`config.mk`:
```
export PLATFORM = sky130hd
export DESIGN_NAME = seq_frame_tx_flat
export DESIGN_NICKNAME = d
export VERILOG_FILES = /design/src/rtl/seq_frame_tx_if.sv /design/src/rtl/seq_frame_tx.sv /design/src/flat_wrapper.sv
export SDC_FILE = /design/constraint.sdc
export NUM_CORES = 1
export LEC_CHECK = 0
export BUFFER_PORTS_ARGS = -buffer_cell sky130_fd_sc_hd__buf_2
export CAP_MARGIN = 5
export CORE_UTILIZATION = 45
export CTS_BUF_LIST = sky130_fd_sc_hd__clkbuf_4 sky130_fd_sc_hd__clkbuf_8
export CTS_CLUSTER_SIZE = 20
export DETAILED_ROUTE_END_ITERATION = 6
export GPL_TIMING_DRIVEN = 0
export PLACE_DENSITY = 0.74
export REMOVE_ABC_BUFFERS = 1
export SLEW_MARGIN = 30
export SYNTH_ARGS = -nofsm -noshare
export SYNTH_HDL_FRONTEND = slang
export SYNTH_SLANG_ARGS = --single-unit
```
`constraint.sdc`:
```
create_clock -name clk_i -period 5.77 [get_ports clk_i]
set_input_delay 0.577 -clock clk_i [delete_from_list [all_inputs] [get_ports clk_i]]
set_output_delay 0.577 -clock clk_i [all_outputs]
set_load 0.05 [all_outputs]
```
`src/rtl/seq_frame_tx_if.sv`:
```
// Handshake and serial-output bundle for the sync-preamble frame transmitter.
// The source side offers payload words; the transmitter side drives the serial stream.
interface seq_frame_tx_if #(
    parameter int PAYLOAD_W = 8
);
    logic                 load_valid;
    logic                 load_ready;
    logic [PAYLOAD_W-1:0] load_data;
    logic                 output_bit;
    logic                 bit_valid;
    logic                 frame_start;
    logic                 busy;

    modport master (
        output load_valid,
        output load_data,
        input  load_ready,
        input  output_bit,
        input  bit_valid,
        input  frame_start,
        input  busy
    );

    modport slave (
        input  load_valid,
        input  load_data,
        output load_ready,
        output output_bit,
        output bit_valid,
        output frame_start,
        output busy
    );
endinterface

```
`src/rtl/seq_frame_tx.sv`:
```
// Serial frame transmitter: sync preamble, payload MSB-first, then idle guard gap.
// All outputs come straight from flops so nothing on the bus is combinational from load_valid.
module seq_frame_tx #(
    parameter int             PAYLOAD_W  = 8,
    parameter int             PRE_W      = 5,
    parameter logic [PRE_W-1:0] PREAMBLE = 5'b10101,
    parameter int             GAP_CYCLES = 2
) (
    input  logic          clk_i,
    input  logic          rst_ni,
    seq_frame_tx_if.slave bus
);
    localparam int MAX_A  = (PRE_W > PAYLOAD_W) ? PRE_W : PAYLOAD_W;
    localparam int MAX_B  = (MAX_A > GAP_CYCLES) ? MAX_A : GAP_CYCLES;
    localparam int MAX_C  = (MAX_B > 2) ? MAX_B : 2;
    localparam int CNT_W  = $clog2(MAX_C);
    localparam int GAP_LD = (GAP_CYCLES > 0) ? GAP_CYCLES - 1 : 0;

    typedef enum logic [1:0] {
        IDLE = 2'd0,
        PRE  = 2'd1,
        PAY  = 2'd2,
        GAP  = 2'd3
    } state_e;

    state_e               state_q;
    logic [CNT_W-1:0]     cnt_q;
    logic [CNT_W-1:0]     cnt_m1;
    logic [PAYLOAD_W-1:0] shift_q;
    logic                 bit_q;
    logic                 valid_q;
    logic                 fs_q;
    logic                 busy_q;
    logic                 ready_q;

    assign cnt_m1 = cnt_q - 1'b1;

    // Output flops are loaded with the value for the state being entered, so they line up with state_q.
    always_ff @(posedge clk_i or negedge rst_ni) begin
        if (!rst_ni) begin
            state_q <= IDLE;
            cnt_q   <= '0;
            shift_q <= '0;
            bit_q   <= 1'b0;
            valid_q <= 1'b0;
            fs_q    <= 1'b0;
            busy_q  <= 1'b0;
            ready_q <= 1'b1;
        end else begin
            fs_q <= 1'b0;
            case (state_q)
                IDLE: begin
                    if (bus.load_valid) begin
                        state_q <= PRE;
                        cnt_q   <= CNT_W'(PRE_W - 1);
                        shift_q <= bus.load_data;
                        bit_q   <= PREAMBLE[PRE_W-1];
                        valid_q <= 1'b1;
                        fs_q    <= 1'b1;
                        busy_q  <= 1'b1;
                        ready_q <= 1'b0;
                    end
                end
                PRE: begin
                    if (cnt_q == '0) begin
                        state_q <= PAY;
                        cnt_q   <= CNT_W'(PAYLOAD_W - 1);
                        bit_q   <= shift_q[PAYLOAD_W-1];
                        shift_q <= shift_q << 1;
                    end else begin
                        cnt_q <= cnt_m1;
                        bit_q <= PREAMBLE[cnt_m1];
                    end
                end
                PAY: begin
                    if (cnt_q == '0) begin
                        bit_q   <= 1'b0;
                        valid_q <= 1'b0;
                        if (GAP_CYCLES == 0) begin
                            state_q <= IDLE;
                            busy_q  <= 1'b0;
                            ready_q <= 1'b1;
                        end else begin
                            state_q <= GAP;
                            cnt_q   <= CNT_W'(GAP_LD);
                        end
                    end else begin
                        cnt_q   <= cnt_m1;
                        bit_q   <= shift_q[PAYLOAD_W-1];
                        shift_q <= shift_q << 1;
                    end
                end
                GAP: begin
                    if (cnt_q == '0) begin
                        state_q <= IDLE;
                        busy_q  <= 1'b0;
                        ready_q <= 1'b1;
                    end else begin
                        cnt_q <= cnt_m1;
                    end
                end
                default: begin
                    state_q <= IDLE;
                    busy_q  <= 1'b0;
                    ready_q <= 1'b1;
                    valid_q <= 1'b0;
                    bit_q   <= 1'b0;
                end
            endcase
        end
    end

    assign bus.load_ready  = ready_q;
    assign bus.output_bit  = bit_q;
    assign bus.bit_valid   = valid_q;
    assign bus.frame_start = fs_q;
    assign bus.busy        = busy_q;
endmodule

```
`src/flat_wrapper.sv`:
```
// flat-port wrapper written by rule: the top's interface ports become plain ports
module seq_frame_tx_flat 
#(
    parameter int             PAYLOAD_W  = 8,
    parameter int             PRE_W      = 5,
    parameter logic [PRE_W-1:0] PREAMBLE = 5'b10101,
    parameter int             GAP_CYCLES = 2
)
  (clk_i, rst_ni, bus_load_valid, bus_load_data, bus_load_ready, bus_output_bit, bus_bit_valid, bus_frame_start, bus_busy);
  seq_frame_tx_if #(.PAYLOAD_W(PAYLOAD_W)) bus_i ();
  input  logic clk_i;
  input  logic rst_ni;
  input wire logic [$bits(bus_i.load_valid)-1:0] bus_load_valid;
  input wire logic [$bits(bus_i.load_data)-1:0] bus_load_data;
  output wire logic [$bits(bus_i.load_ready)-1:0] bus_load_ready;
  output wire logic [$bits(bus_i.output_bit)-1:0] bus_output_bit;
  output wire logic [$bits(bus_i.bit_valid)-1:0] bus_bit_valid;
  output wire logic [$bits(bus_i.frame_start)-1:0] bus_frame_start;
  output wire logic [$bits(bus_i.busy)-1:0] bus_busy;
  assign bus_i.load_valid = bus_load_valid;
  assign bus_i.load_data = bus_load_data;
  assign bus_load_ready = bus_i.load_ready;
  assign bus_output_bit = bus_i.output_bit;
  assign bus_bit_valid = bus_i.bit_valid;
  assign bus_frame_start = bus_i.frame_start;
  assign bus_busy = bus_i.busy;
  seq_frame_tx #(.PAYLOAD_W(PAYLOAD_W), .PRE_W(PRE_W), .PREAMBLE(PREAMBLE), .GAP_CYCLES(GAP_CYCLES)) u_core (.clk_i(clk_i), .rst_ni(rst_ni), .bus(bus_i));
endmodule
```
==> run summary <==
Register bit total from synthesis = 18
Die area = 2498 sq um
Diode count = 0
Max-Cap Viols = 0
Fin. Hold Viols = 0
Drt pass-1 iters = 4
Crit-path leading delay family = compound AO/OA/AOI/OAI gates
Worst path arrival time = 2390 ps
Vias after detailed routing = 779
Fin crit period = 2153 ps
CP Launch Type = flop
Critical Path RT = 6010 ps
Area grow syn2layout = 10.87%
Outcome = finished clean
WL final = 1769 um
Max H-tree Level = 1
Total gr overflow = 0
Crit-path max FO = 16
Largest net degree at the start of global routing = 19
WP buf/inv = 1
Number of global-route vias before repair = 699
GR Util All Layers = 16.77%
Final Setup Violations = 0
Mean Syn Cell Area = 10.26 sq um
RSZ-0062 raised after global routing = no
Yosys warnings = 0
Post-CTS setup buffer count = 0
Worst-path cell chain = inv_1 -> ha_1 -> and3b_1 -> a2111oi_4 -> nor2_1 -> a21oi_2
Most frequent cells in the layout = dfrtp_1 (17), buf_2 (15), nor2_1 (11), inv_1 (8)
NumNets Final = 134
# port buffers = 15
CTS resizes = 0
Reg-to-reg endpoint = u_core.shift_q[5]$_DFFE_PN0P_
RD Place Congestion = 0.8234
Max-slew violations = 0
1st-iter DRT viols = 13
Max incr delay on CP = 800 ps
Clock Tree Root = clkbuf_4
Hold WC Path Type = in -> async
Die Y = 49.98 um
Clk_lat worst skew = 300 ps
Commonest non-fill, non-tap cell in the layout = dfrtp_1
Synthesized instance count = 101
Slew HR = 42.38%
Max Freq = 464.5 MHz
Cell area after synthesis = 1036 sq um
Critical Path End Type = flop
First-pass GRT wire length = 3056 um
Distinct cell type count after synthesis = 33
IO Pins = 16
Number of hold buffers added after cts = 0
Setup_tns = 0 ps
Worst Tran Pin Value = 864.4 ps
Antenna viol nets, final = 0
TritonCTS buffer count = 3
Fillcell total = 210
Seq/Total Area, Yosys = 43.60%
Die Span X = 49.98 um
Mean routed wirelength per cell = 12.37 um
Initial Utilization = 47.29%
Clock-pin slew on the worst setup and hold paths = 100 ps
Via density = 5.448
Worst Skew = 1.122 ps
Reg2reg path depth = 6
R2r setup slk = 3620 ps
CP max stage cell = a2111oi_4
Clk buf depth = 2
FF-to-FF Start = u_core.state_q[0]$_DFFE_PN0P_
Layout cells sized above 1 = 21.74%
Critical path type = reg -> reg
Core ar. = 2191 sq um
Crit share post-route = 37.31%
CTS sink cnt = 18
Drt drc = 0
Antenna violations before repair = 0
Row count = 17
Final HPWL from detailed placement = 1285 um
TritonCTS clock tree = built
-- registers in the layout, summed over array words and instances (netlist names) --
register / flops
u_core.bus.bit_valid: 1
u_core.bus.busy: 1
u_core.bus.frame_start: 1
u_core.bus.load_ready: 1
u_core.bus.output_bit: 1
u_core.cnt_q: 3
u_core.shift_q: 8
u_core.state_q: 2
-- cell usage after synthesis --
| cell type | n | area [sq um] |
|---|---|---|
| ha_1 | 7 | 87.58 |
| nor3_1 | 4 | 20.02 |
| o41ai_1 | 1 | 8.760 |
| clkbuf_1 | 2 | 7.510 |
| a21oi_1 | 7 | 35.03 |
| inv_1 | 8 | 30.03 |
| and2_1 | 1 | 6.260 |
| nor2_1 | 11 | 41.29 |
| a311oi_1 | 1 | 8.760 |
| o21bai_1 | 1 | 7.510 |
| nand3_1 | 1 | 5.000 |
| dfrtp_1 | 17 | 425.4 |
| o211a_1 | 1 | 10.01 |
| a211oi_1 | 1 | 7.510 |
| and3b_1 | 1 | 8.760 |
| dfstp_2 | 1 | 26.28 |
| buf_1 | 1 | 3.750 |
| o21ai_0 | 7 | 35.03 |
| mux2_2 | 1 | 11.26 |
| a41oi_1 | 1 | 8.760 |
| buf_6 | 2 | 22.52 |
| o221ai_1 | 1 | 8.760 |
| a21oi_2 | 2 | 17.52 |
| a2bb2oi_1 | 2 | 17.52 |
| nor2b_1 | 2 | 12.51 |
| mux2i_1 | 7 | 70.07 |
| o21ai_1 | 1 | 5.000 |
| a2111oi_4 | 1 | 27.53 |
| nand2b_4 | 1 | 13.76 |
| nand2_1 | 2 | 7.510 |
| a2111oi_0 | 1 | 8.760 |
| nand3b_1 | 1 | 7.510 |
| a21o_1 | 3 | 22.52 |
-- cells by family (layout without fill, tap and decap cells) --
family,Yosys count,count (layout),share of synthesized area [%]
AOI/OAI and AO/OA,31,31,22.10
and+or+nand+nor,24,24,11.84
DFF,18,18,43.60
buffers and inverters,13,27,6.159
muxes,8,8,7.850
adders and majority gates,7,7,8.454
-- worst max path at each step --
stage	slack, ps	start	cells after the start	endpoint
2_1_floorplan	3890	u_core.state_q[0]$_DFFE_PN0P_	6	u_core.shift_q[5]$_DFFE_PN0P_
3_3_place_gp	3680	u_core.cnt_q[0]$_DFFE_PN0P_	6	u_core.shift_q[5]$_DFFE_PN0P_
3_5_place_dp	3580	u_core.state_q[0]$_DFFE_PN0P_	6	u_core.shift_q[6]$_DFFE_PN0P_
4_1_cts	3560	u_core.state_q[0]$_DFFE_PN0P_	6	u_core.shift_q[6]$_DFFE_PN0P_
5_1_grt	3350	u_core.state_q[0]$_DFFE_PN0P_	6	u_core.shift_q[6]$_DFFE_PN0P_
6_report	3620	u_core.state_q[0]$_DFFE_PN0P_	6	u_core.shift_q[5]$_DFFE_PN0P_
-- final cells by class --
type                    count  area, sq um  share of cell area [%]
multi-input cells          70        520.5                   45.32
repair buffers             15        75.07                   6.536
clock buffers               4        36.28                   3.159
well taps                  28        35.03                   3.050
inverters                   8        30.03                   2.614
flip-flops and latches     18        451.7                   39.32
-- metal layers --
layer / vias to the layer above / track usage [%] / part of all wire [%]
met3: 5 / 5.556 / 5.1
met2: 29 / 26.22 / 45
li1: 388 / - / -
met5: - / 0 / 0
met1: 357 / 20.27 / 48
met4: 0 / 8.571 / 1.6
-- per-stage QoR --
step	instances	util [%]	instance area [sq um]	hold slack, ps	setup slack (ps)
after floorplan	96	-	1002	281.4	3894
after global placement	139	50.77	1112	463.4	3679
after detailed placement	139	50.77	1112	471.3	3578
after CTS	143	52.43	1149	193.6	3556
after global routing	143	52.43	1149	207.6	3349
final	143	52.43	1149	188.7	3617
Power is not shown: default switching activity piles up to over one toggle a cycle in this logic, so the estimate is an artifact.
